[src/rtl/eth_pkg.sv]
// Shared Ethernet constants and types for the 10BASE-T receive/transmit blocks.
package eth_pkg;

   localparam logic [31:0] CRC_POLY      = 32'h04C11DB7;
   localparam logic [31:0] CRC_RESIDUE   = 32'hC704DD7B;
   localparam logic [7:0]  SFD           = 8'hD5;
   localparam logic [7:0]  PREAMBLE_BYTE = 8'h55;

   typedef enum logic [1:0] {
      IDLE,
      PREAMBLE,
      DATA,
      DROP
   } rx_state_t;

   // One bit of the MSB-first CRC32 shift, same form as the transmitter uses.
   function automatic logic [31:0] crc_step(input logic [31:0] crc, input logic din);
      crc_step = {crc[30:0], 1'b0} ^ (((din ^ crc[31]) == 1'b1) ? CRC_POLY : 32'h0);
   endfunction

endpackage

[src/rtl/eth_rx_manchester_dec.sv]
// Manchester decoder: synchronizes the rx pin, finds mid-bit transitions,
// and flags carrier loss and isolated short pulses (NLPs).
module eth_manchester_dec #(
   parameter int   SPB       = 8,
   parameter logic RX_INVERT = 1'b1
) (
   input  logic clk,
   input  logic rst,
   input  logic rx,
   output logic bit_valid,
   output logic bit_value,
   output logic carrier_lost,
   output logic short_pulse
);

   localparam int SW = $clog2(2 * SPB + 1);
   localparam logic [SW-1:0] MID_MIN = SW'(3 * SPB / 4);
   localparam logic [SW-1:0] LOSS    = SW'(3 * SPB / 2);
   localparam logic [SW-1:0] SAT     = SW'(2 * SPB);
   localparam logic [SW-1:0] PULSE   = SW'(SPB);

   logic          sync1, sync2, prev_line;
   logic          line, trans, mid;
   logic [SW-1:0] since, since_inc;
   logic [SW-1:0] pw, pw_inc;
   logic          armed;

   // since_inc includes the current cycle, so it equals clk elapsed since the last mid-bit.
   always_comb begin
      line      = sync2 ^ RX_INVERT;
      trans     = line ^ prev_line;
      since_inc = (since == SAT) ? since : since + SW'(1);
      pw_inc    = (pw == SAT) ? pw : pw + SW'(1);
      mid       = trans && (since_inc >= MID_MIN);
   end

   always_ff @(posedge clk) begin
      if (rst) begin
         sync1        <= RX_INVERT;
         sync2        <= RX_INVERT;
         prev_line    <= 1'b0;
         since        <= '0;
         pw           <= '0;
         armed        <= 1'b0;
         bit_valid    <= 1'b0;
         bit_value    <= 1'b0;
         carrier_lost <= 1'b0;
         short_pulse  <= 1'b0;
      end else begin
         sync1        <= rx;
         sync2        <= sync1;
         prev_line    <= line;
         bit_valid    <= mid;
         since        <= mid ? '0 : since_inc;
         carrier_lost <= !mid && (since_inc == LOSS);
         if (mid) begin
            bit_value <= line;
         end
         // An NLP is an edge out of a quiet line followed by a second edge within one bit time.
         if (trans && (since == SAT)) begin
            armed       <= 1'b1;
            pw          <= '0;
            short_pulse <= 1'b0;
         end else if (armed && trans) begin
            armed       <= 1'b0;
            short_pulse <= (pw_inc < PULSE);
         end else begin
            short_pulse <= 1'b0;
            if (armed) begin
               pw <= pw_inc;
               if (pw_inc >= PULSE) begin
                  armed <= 1'b0;
               end
            end
         end
      end
   end

endmodule

[src/rtl/eth_rx.sv]
// 10BASE-T receive path: frame FSM, byte assembly, FCS check and link timer
// on top of the Manchester decoder.
module eth_rx
   import eth_pkg::*;
#(
   parameter int   SPB          = 8,
   parameter logic RX_INVERT    = 1'b1,
   parameter int   MIN_BYTES    = 64,
   parameter int   MAX_BYTES    = 1518,
   parameter int   LINK_TIMEOUT = 2000000
) (
   input  logic       clk,
   input  logic       rst,
   input  logic       rx,
   output logic [7:0] rx_data,
   output logic       rx_valid,
   output logic       rx_sof,
   output logic       rx_eof,
   output logic       rx_crc_ok,
   output logic       rx_err,
   output logic       link_ok
);

   localparam int CW = $clog2(MAX_BYTES + 1);
   localparam int TW = $clog2(LINK_TIMEOUT + 1);
   localparam logic [CW-1:0] MIN_C = CW'(MIN_BYTES);
   localparam logic [CW-1:0] MAX_C = CW'(MAX_BYTES);

   logic bit_valid, dec_bit, carrier_lost, short_pulse;

   eth_manchester_dec #(
      .SPB       (SPB),
      .RX_INVERT (RX_INVERT)
   ) u_dec (
      .clk          (clk),
      .rst          (rst),
      .rx           (rx),
      .bit_valid    (bit_valid),
      .bit_value    (dec_bit),
      .carrier_lost (carrier_lost),
      .short_pulse  (short_pulse)
   );

   rx_state_t     state, state_next;
   logic          prev_bit, prev_bit_next;
   logic [7:0]    shreg, shreg_next, byte_shift;
   logic [2:0]    bit_cnt, bit_cnt_next;
   logic [CW-1:0] count, count_next;
   logic [31:0]   crc, crc_next;
   logic [7:0]    data_next;
   logic          valid_next, sof_next, eof_next, crc_ok_next, err_next;
   logic          frame_start;
   logic [TW-1:0] link_timer;

   always_ff @(posedge clk) begin
      if (rst) begin
         state <= IDLE;
      end else begin
         state <= state_next;
      end
   end

   // Next-state logic; all strobes are registered so they trail the decoded bit by one clk.
   always_comb begin
      state_next    = state;
      prev_bit_next = prev_bit;
      shreg_next    = shreg;
      bit_cnt_next  = bit_cnt;
      count_next    = count;
      crc_next      = crc;
      data_next     = rx_data;
      valid_next    = 1'b0;
      sof_next      = 1'b0;
      eof_next      = 1'b0;
      crc_ok_next   = 1'b0;
      err_next      = 1'b0;
      frame_start   = 1'b0;
      byte_shift    = {dec_bit, shreg[7:1]};

      case (state)
         IDLE: begin
            if (bit_valid) begin
               state_next    = PREAMBLE;
               prev_bit_next = dec_bit;
            end
         end
         PREAMBLE: begin
            if (carrier_lost) begin
               state_next = IDLE;
            end else if (bit_valid) begin
               prev_bit_next = dec_bit;
               if ({prev_bit, dec_bit} == SFD[7:6]) begin
                  state_next   = DATA;
                  bit_cnt_next = 3'd0;
                  count_next   = '0;
                  crc_next     = '1;
                  frame_start  = 1'b1;
               end
            end
         end
         DATA: begin
            if (carrier_lost) begin
               state_next  = IDLE;
               eof_next    = 1'b1;
               crc_ok_next = (crc == CRC_RESIDUE);
               err_next    = (bit_cnt != 3'd0) || (count < MIN_C);
            end else if (bit_valid) begin
               crc_next     = crc_step(crc, dec_bit);
               shreg_next   = byte_shift;
               bit_cnt_next = bit_cnt + 3'd1;
               if (bit_cnt == 3'd7) begin
                  if (count == MAX_C) begin
                     state_next = DROP;
                     eof_next   = 1'b1;
                     err_next   = 1'b1;
                  end else begin
                     valid_next = 1'b1;
                     data_next  = byte_shift;
                     sof_next   = (count == '0);
                     count_next = count + CW'(1);
                  end
               end
            end
         end
         DROP: begin
            if (carrier_lost) begin
               state_next = IDLE;
            end
         end
         default: state_next = IDLE;
      endcase
   end

   // Datapath registers and the link-integrity timer.
   always_ff @(posedge clk) begin
      if (rst) begin
         prev_bit   <= 1'b0;
         shreg      <= '0;
         bit_cnt    <= '0;
         count      <= '0;
         crc        <= '1;
         rx_data    <= '0;
         rx_valid   <= 1'b0;
         rx_sof     <= 1'b0;
         rx_eof     <= 1'b0;
         rx_crc_ok  <= 1'b0;
         rx_err     <= 1'b0;
         link_timer <= '0;
      end else begin
         prev_bit  <= prev_bit_next;
         shreg     <= shreg_next;
         bit_cnt   <= bit_cnt_next;
         count     <= count_next;
         crc       <= crc_next;
         rx_data   <= data_next;
         rx_valid  <= valid_next;
         rx_sof    <= sof_next;
         rx_eof    <= eof_next;
         rx_crc_ok <= crc_ok_next;
         rx_err    <= err_next;
         if (frame_start || short_pulse) begin
            link_timer <= TW'(LINK_TIMEOUT);
         end else if (link_timer != '0) begin
            link_timer <= link_timer - TW'(1);
         end
      end
   end

   assign link_ok = (link_timer != '0);

endmodule
[config.mk]
export PLATFORM = sky130hd
export DESIGN_NAME = eth_rx
export DESIGN_NICKNAME = d
export VERILOG_FILES = /design/src/rtl/eth_pkg.sv /design/src/rtl/eth_rx_manchester_dec.sv /design/src/rtl/eth_rx.sv
export SDC_FILE = /design/constraint.sdc
export NUM_CORES = 1
export LEC_CHECK = 0
export ABC_AREA = 1
export CORE_MARGIN = 4
export CORE_UTILIZATION = 45
export DETAILED_ROUTE_END_ITERATION = 8
export PLACE_DENSITY_LB_ADDON = 0.3
export SETUP_SLACK_MARGIN = 0.02
export SLEW_MARGIN = 20
export SYNTH_ARGS = -nofsm -noshare
export SYNTH_HDL_FRONTEND = slang
export SYNTH_SLANG_ARGS = --single-unit
[constraint.sdc]
create_clock -name clk -period 1.6 [get_ports clk]
set_input_delay 0.32 -clock clk [delete_from_list [all_inputs] [get_ports clk]]
set_output_delay 0.32 -clock clk [all_outputs]
set_load 0.02 [all_outputs]
==> qor.txt, run 1 <==
Post-DRT Antenna Nets: 0
Static leakage: 2.97 nW
Crit Path Class: reg -> out
Slew Limit Fails: 0
Post-synthesis sequential area ratio: 42.0%
Max rail drop VDD: 1630 uV
DRT Pass-1 Iters: 5
Clk slew on worst S/H paths: 0.07 ns
Synthesized Nets: 703
First-pass GRT wire length: 19300 um
Tot Pwr: 9.22 mW
Setup crit end kind: output pin
Largest family of logic cells by synthesized area: simple AND/OR/NAND/NOR gates
Share of cells above drive strength 1: 21.3%
#FFs+latches synth: 108
Pint: 5.92 mW
Critical-path cell list: nor2_2, nand2_2, nor2_4, nand3_2, buf_6
Clock latency on the worst-skew pair: 0.35 ns
Cells after Synth: 688
H-Tree Depth: 3
Clock buffer depth: 2
Final Cell Area: 0.00639 mm2
Power Density: 1440 mW/mm2
Iteration-0 DRC Markers: 367
Ant diodes: 0
Hold Crit Class: reg -> reg
I/O Pins: 17
Tot GR Track Use: 17.9%
Peak Freq: 0.624 GHz
Max capacitance violation total: 0
Final wirelength: 11400 um
Initial core utilization: 46.7%
Sequential Power Share: 33.8%
RD Place Congestion: 0.887
Top fanout value on the critical path: 2
NetSw: 3.30 mW
Port buffer count: 16
Synth Area in Adders: 2.91%
# nets final: 785
GRT overflow: 0
Post-Synth Simple-Gate Area: 27.1%
Slew margin rel.: 70.5%
Clock net sink count: 108
RSZ-0062 raised after global routing: true
Most used DFF post-synth: dfxtp_1
Pre-CTS setup slack: -0.115 ns
Clk_skew: 0.00790 ns
Die height: 115 um
Worst slew pin tran: 0.439 ns
Most frequent cells in the layout: nand2_1 (111), dfxtp_1 (102), inv_1 (88)
Chip width: 115 um
Synth Warn #: 0
Synth cell types: 43
Sw frac: 35.8%
Post-synth EDFFs: 0
Post-DP HPWL: 8120 um
Complex-gate fraction of the synthesized area: 12.2%
Vias in the first global route: 4323
Pin count of the biggest net entering global routing: 21
Vias per inst: 5.02
Netlist Area Pre-Place: 0.00515 mm2
CP Launch Type: register
Max stage delay on crit path: 0.33 ns
Placed Cells: 890
Root Buffer: clkbuf_16
Share of flip-flops with an asynchronous set or reset: 0%
Multiplexer share of the synthesized area: 0%
Commonest non-fill, non-tap cell in the layout: nand2_1
Final Util: 58.0%
Setup TNS: -0.00165 ns
Fill cells: 991
Worst Hold Margin: 0.420 ns
Clock power frac: 24.9%
Final setup vio count: 1
Crit path arrival time: 1.28 ns
Die area: 0.0132 mm2
Worst setup margin: -0.00165 ns
Vias post-DR: 4591
Status: complete, but fails checks
Violated checks: setup timing
XOR/XNOR share of the synthesized area: 6.44%
DRC: 0
Core Box Area: 0.0110 mm2
CTS Buf Count: 9
CP Data Required Time: 1.28 ns
Routed wire length per instance: 12.4 um
Placed cell area: 0.00587 mm2
Mapped Avg Cell Area: 7.49 um2
Final Hold Vio Count: 0
# hold bufs at CTS: 0
Row cnt: 38
Non-Filler Instances: 915
Initial antenna violation count: 0
Worst path slowest cell: dfxtp_1
TritonCTS clock tree: yes
Final Cycle Share: 100%
Fin crit period: 1.60 ns
Logic pwr share: 41.3%
Synthesis-to-finish area growth: 24.1%
[power by group through the flow]
stage          registers [mW]  clock network [mW]  logic, mW
2_1_floorplan            3.17                   0       2.02
3_3_place_gp             3.12                   0       3.27
3_5_place_dp             3.13                   0       3.31
4_1_cts                  3.09                2.36       3.53
5_1_grt                  3.15                2.47       4.19
6_report                 3.12                2.30       3.81
[kinds of logic (layout without fill, tap and decap cells)]
kind of cell,count (synthesis),count (layout)
adder cells (fa/ha/maj),12,12
XOR/XNOR,37,37
AND/OR/NAND/NOR,309,309
buffers and inverters,117,204
AO/OA/AOI/OAI,105,105
flip-flops,108,108
[critical path: cells and delay by family (launching register included)]
kind	cells	cell delay, ns
buffers and inverters	1	0.14
DFF	1	0.33
and+or+nand+nor	4	0.45
[worst paths after layout]
kind             startpoint             to  slack [ns]  cells past startpoint
max          link_timer[11]        link_ok      -0.002                      5
max reg2reg  link_timer[11]  link_timer[1]        0.06                     10
min             u_dec.sync1    u_dec.sync2        0.42                      1
min reg2reg     u_dec.sync1    u_dec.sync2        0.42                      1
[area by class of cell]
cell class	instances	area [um2]	area share, %
Multi-Input combinational cell	463	2650	41.5
Sequential cell	108	2170	33.9
Timing Repair Buffer	90	717	11.2
Inverter	98	373	5.83
Clock buffer	9	225	3.52
Tap cell	140	175	2.74
Clock inverter	7	82.6	1.29
[flip-flops by register name, indices dropped and copies added, names as in the netlist, 2 cells and up]
register and count:
crc 32, u_dec.since 5, shreg 7, state 2, rx_data 8, count 11
bit_cnt 3, u_dec.pw 5, link_timer 21
[what timing repair did]
item                       CTS  global route
setup endpoints to repair   19            57
setup buffers                6             3
resized for setup           35            38
gates cloned                 0             0
pin swaps                    4             8
[Yosys cell counts, types with 3 or more instances]
| library cell | number | area (um2) |
|---|---|---|
| nand2_1 | 118 | 443 |
| o21ai_1 | 7 | 35.0 |
| dfxtp_1 | 108 | 2160 |
| a22oi_2 | 4 | 50.1 |
| nor2_1 | 102 | 383 |
| a22oi_1 | 21 | 158 |
| a211oi_1 | 3 | 22.5 |
| ha_1 | 12 | 150 |
| inv_2 | 6 | 22.5 |
| o21ai_0 | 26 | 130 |
| nand3_1 | 42 | 210 |
| nand4_1 | 17 | 106 |
| xor2_1 | 26 | 228 |
| nor2_4 | 3 | 33.8 |
| or2_2 | 3 | 18.8 |
| clkbuf_1 | 4 | 15.0 |
| inv_1 | 91 | 342 |
| buf_2 | 10 | 50.1 |
| xnor2_1 | 10 | 87.6 |
| a21oi_1 | 38 | 190 |
| nor3_1 | 5 | 25.0 |
| nand2_2 | 4 | 25.0 |
[layer usage]
| metal | routed length (um) | share of wire (%) | up-vias | global-route usage (%) |
|---|---|---|---|---|
| met5 | 0 | 0 | - | 0 |
| met3 | 425 | 3.7 | 14 | 4.11 |
| met4 | 195 | 1.7 | 0 | 7.20 |
| met1 | 5440 | 48 | 2116 | 23.7 |
| li1 | - | - | 2375 | - |
| met2 | 5300 | 47 | 86 | 28.4 |
No activity file was read; power rests on OpenSTA's default activity.
==> inputs of run 2 (changes only) <==
--- a/config.mk
+++ b/config.mk
@@ -7,7 +7,7 @@
 export LEC_CHECK = 0
 export ABC_AREA = 1
 export CORE_MARGIN = 4
-export CORE_UTILIZATION = 45
+export CORE_UTILIZATION = 60
 export DETAILED_ROUTE_END_ITERATION = 8
 export PLACE_DENSITY_LB_ADDON = 0.3
 export SETUP_SLACK_MARGIN = 0.02
==> run 2 against run 1 <==
Via count increased by 4.3%. Register-to-register slack got worse by 0.02 ns. Critical endpoint unchanged. Total power decreased by 5.4%. Sequential share of layout area increased by 0.51 points. Non-clock buffer count decreased by 1. The run still ends with setup timing left. Global-route usage increased by 6.0 points. Cell area decreased by 1.1%. First-iteration DRC count decreased by 25%. Clock skew increased by 0.0036 ns. Largest power group unchanged.
==> qor.txt, run 2 (synthesized netlist as in run 1, its figures left out) <==
Clk slew on worst S/H paths: 0.11 ns
Critical-path cell list: inv_2, ha_4, nand3_2, nor2_2, nand3_2, buf_6
CP Data Required Time: 1.28 ns
Largest Register: crc
DRT Pass-1 Iters: 5
Power Density: 1380 mW/mm2
CTS Buf Count: 9
Die height: 101 um
Peak Freq: 0.591 GHz
Chip width: 101 um
Non-Filler Instances: 880
Fin crit period: 1.69 ns
Crit path arrival time: 1.37 ns
Vias per inst: 5.44
Pre-CTS setup slack: -0.236 ns
First-pass GRT wire length: 19900 um
Post-DRT Antenna Nets: 0
Final Hold Vio Count: 0
Synthesis-to-finish area growth: 22.8%
Final Cycle Share: 106%
RD Place Congestion: 0.944
Routed wire length per instance: 14.4 um
Final wirelength: 12600 um
Root Buffer: clkbuf_8
Port buffer count: 16
Max rail drop VDD: 978 uV
Top fanout value on the critical path: 2
Worst setup margin: -0.0925 ns
Share of cells above drive strength 1: 22.6%
H-Tree Depth: 3
Max stage delay on crit path: 0.34 ns
Crit Path Class: reg -> out
DRC: 0
# nets final: 785
Placed Cells: 848
Die area: 0.0101 mm2
Initial core utilization: 62.1%
Final setup vio count: 1
Row cnt: 33
GRT overflow: 0
TritonCTS clock tree: yes
Vias post-DR: 4788
Clock net sink count: 108
Tot GR Track Use: 23.9%
Static leakage: 2.95 nW
Slew Limit Fails: 0
Iteration-0 DRC Markers: 275
Slew margin rel.: 77.8%
RSZ-0062 raised after global routing: true
Clock latency on the worst-skew pair: 0.38 ns
CP Launch Type: register
Most frequent cells in the layout: nand2_1 (111), dfxtp_1 (97), nor2_1 (85), inv_1 (85), buf_4 (68)
Clk_skew: 0.0115 ns
I/O Pins: 17
Pin count of the biggest net entering global routing: 30
Core Box Area: 0.00830 mm2
Tot Pwr: 8.73 mW
Setup crit end kind: output pin
Status: complete, but fails checks
# hold bufs at CTS: 0
Setup TNS: -0.0925 ns
Largest register FFs: 32
Post-DP HPWL: 8340 um
Commonest non-fill, non-tap cell in the layout: nand2_1
Hold Crit Class: reg -> reg
Largest registers: crc (32), link_timer (21), count (11)
Final Util: 76.2%
Worst path slowest cell: dfxtp_2
Violated checks: setup timing
Vias in the first global route: 4488
Max capacitance violation total: 0
Worst slew pin tran: 0.332 ns
Ant diodes: 0
Crit path top cell by count: nand3_2
Initial antenna violation count: 0
Clock buffer depth: 2
-- run 2: cell type report --
type                       count  area (um2)
inverter                      98         375
sequential                   108        2180
clock buffer                  10         128
clock inverter                 6        76.3
timing repair buffer          89         743
multi-input combinational    464        2690
fill                         584        1970
tap                          105         131
-- run 2: path summary, 6_finish.rpt --
path | startpoint | to | slack, ns | cells past startpoint
setup / recovery | link_timer[1] | link_ok | -0.09 | 6
hold / removal | u_dec.sync1 | u_dec.sync2 | 0.43 | 1
setup reg to reg | state[0] | crc[29] | 0.04 | 8
hold reg to reg | u_dec.sync1 | u_dec.sync2 | 0.43 | 1
-- run 2: critical path, delay by kind of cell (launching register included) --
kind	cells	cell delay, ns
buffers and inverters	2	0.21
adder cells (fa/ha/maj)	1	0.14
flip-flops	1	0.34
AND/OR/NAND/NOR	3	0.30
-- run 2: per-stage QoR --
stage	hold slack, ns	cell area [um2]
floorplan	0.389	5150
global placement	0.392	5790
detailed placement	0.396	5790
CTS	0.424	6020
global route	0.431	6320
finish	0.429	6320
-- run 2: repair_timing --
item / 4_1_cts / 5_1_grt
cloned: 0 / 3
pin swaps: 2 / 13
buffers inserted: 2 / 11
endpoints found under the setup margin: 21 / 82
resized for setup: 25 / 65
-- run 2: layer usage --
| layer | vias to the layer above | wire length [um] | global-route usage [%] |
|---|---|---|---|
| li1 | 2375 | - | - |
| met1 | 2218 | 5290 | 30.3 |
| met2 | 157 | 6260 | 40.7 |
| met3 | 38 | 709 | 4.84 |
| met4 | 0 | 369 | 7.88 |
| met5 | - | 0 | 0 |
-- run 2: where the power goes --
part | switching (mW) | leakage [nW] | internal, mW | total [mW]
registers | 0.182 | 0.880 | 2.95 | 3.13
clock network | 1.01 | 0.104 | 0.759 | 1.77
logic | 2.19 | 1.96 | 1.64 | 3.83
==> patch: new RTL, config.mk and constraints of run 2 <==
`MIN_BYTES`: 64 -> 48.
--- a/src/rtl/eth_rx.sv
+++ b/src/rtl/eth_rx.sv
@@ -7,3 +7,3 @@
    parameter logic RX_INVERT    = 1'b1,
-   parameter int   MIN_BYTES    = 64,
+   parameter int   MIN_BYTES    = 48,
    parameter int   MAX_BYTES    = 1518,
Formal check against the unedited RTL: no difference found for any inputs over 10 cycles, from zero or initial values and one cycle with rst high; that may be too few to reach the edited logic, so the function may still have changed.
==> patch against run 2 <==
  * Non-clock buffer count increased by 1
  * Global-route usage increased by 0.52 points
  * Sequential power about the same
  * Sequential cell count unchanged
  * Wire length decreased by 3.1%
  * Worst setup slack improved by 0.63 ps
  * Critical path type unchanged
  * The run still ends with setup timing left
  * Total power increased by 3.4%
  * Die area decreased by 1.5%
  * First-iteration DRC count decreased by 13%
  * Area after synthesis decreased by 1.7%
  * Highest routed layer unchanged
  * Design area decreased by 0.77%
==> patch: results (changes against run 2) <==
| Metric | Value |
|---|---|
| Final setup viols | `1 (unchanged)` |
| GPL Wtd Cong | `0.937 (-0.74%)` |
| XOR/XNOR Fraction of Synth Area | `0.0620 (-0.00236)` |
| Root Driver | `clkbuf_8` |
| Placed insts | `857 (+1.1%)` |
| Synth warnings | `0 (unchanged)` |
| Top post-synthesis cells by area | `dfxtp_1 (43%), nand2_1 (8.7%), nor2_1 (7.5%)` |
| First-pass GRT wire length | `20.1 mm (+1.1%)` |
| Share of cells above drive strength 1 | `0.209 (-0.0170)` |
| Place WS | `-108 ps (+128 ps)` |
| Total GRT Usage | `0.244 (+0.00519)` |
| Register area share after synthesis | `0.427 (+0.00715)` |
| Post-DR vias/cell | `5.43 (-0.16%)` |
| Status | `finished with violations` |
| Pleak | `2.97 nW (+0.68%)` |
| Worst IR drop on VDD | `0.000850 V (-13%)` |
| Clock share of power | `0.196 (-0.006)` |
| Largest net degree at the start of global routing | `28 (-6.7%)` |
| Adder-cell share of the synthesized area | `0.0296 (+0.000497)` |
| Switching portion of total power | `0.389 (+0.00135)` |
| Post-route setup slack | `-91.8 ps (+0.631 ps)` |
| Post-synthesis compound-gate area fraction | `0.118 (-0.00434)` |
| Iter 0 DRT Violations | `238 (-13%)` |
| Cells after Synth | `685 (-0.44%)` |
| List of most frequent post-synthesis cells | `nand2_1 (118), dfxtp_1 (108), nor2_1 (101)` |
| Failing checks | `setup timing` |
| Total negative slack | `-91.8 ps (+0.631 ps)` |
| Drt wl/cell | `13.9 um (-3.2%)` |
| Worst Tran Pin Value | `349 ps (+17.6 ps)` |
| Combinational Power | `0.00412 W (+7.6%)` |
| Nets | `786 (+0.13%)` |
| Post-DP Area | `5790 um^2 (about the same)` |
| Count of different cell masters after synthesis | `34 (-21%)` |
| Synth Net Count | `700 (-0.43%)` |
| Skew final | `16.6 ps (+5.18 ps)` |
| Via count | `4786 (-0.042%)` |
patch: cell count changes after synthesis, sizes merged, moves of 2 or more:
cell,run 2,this run
xor2,27,24
o21bai,2,0
nand2,124,122
buf,14,11
a21oi,38,41
nor3,6,8
a211oi,3,1
nor4,2,4
inv,98,100
patch: cell families (layout without fill, tap and decap cells):
group                    Yosys count  after routing
XOR/XNOR                          35             35
flip-flops                       108            108
AO/OA/AOI/OAI                    104            104
AND/OR/NAND/NOR                  310            311
buffers and inverters            116            206
adder cells (fa/ha/maj)           12             12
patch: worst max-delay path, stage by stage, from the launching register on:
cell	delay (ps)
dfxtp_1	340
nor2_2	140
nand2_1	150
nor2_4	140
nand3_2	80
buf_6	140
patch: path summary, 6_finish.rpt:
check	from	to	cells past startpoint	slack (ps)
hold reg to reg	u_dec.sync1	u_dec.sync2	1	420
setup / recovery	link_timer[2]	link_ok	5	-90
hold / removal	u_dec.sync1	u_dec.sync2	1	420
setup reg to reg	link_timer[6]	link_timer[0]	8	30
patch: layer usage:
layer / part of all wire / up-vias / global-route usage
met3: 0.038 / 31 / 0.0361
met1: 0.41 / 2263 / 0.279
met5: 0 / - / 0
met2: 0.52 / 120 / 0.450
li1: - / 2372 / -
met4: 0.026 / 0 / 0.107
patch: repair_timing:
action | in CTS | in global routing
cloned | 1 | 1
buffers inserted | 1 | 5
gates resized for setup | 41 | 52
pin swaps | 6 | 11
endpoints found under the setup margin | 23 | 75
patch: layout make-up:
cell class,count,area [um^2]
clock inverter,7,93.8
clock buffer,9,124
sequential,108,2170
inverter,100,378
timing repair buffer,90,729
fill,570,1940
tap,105,131
multi-input combinational,462,2650
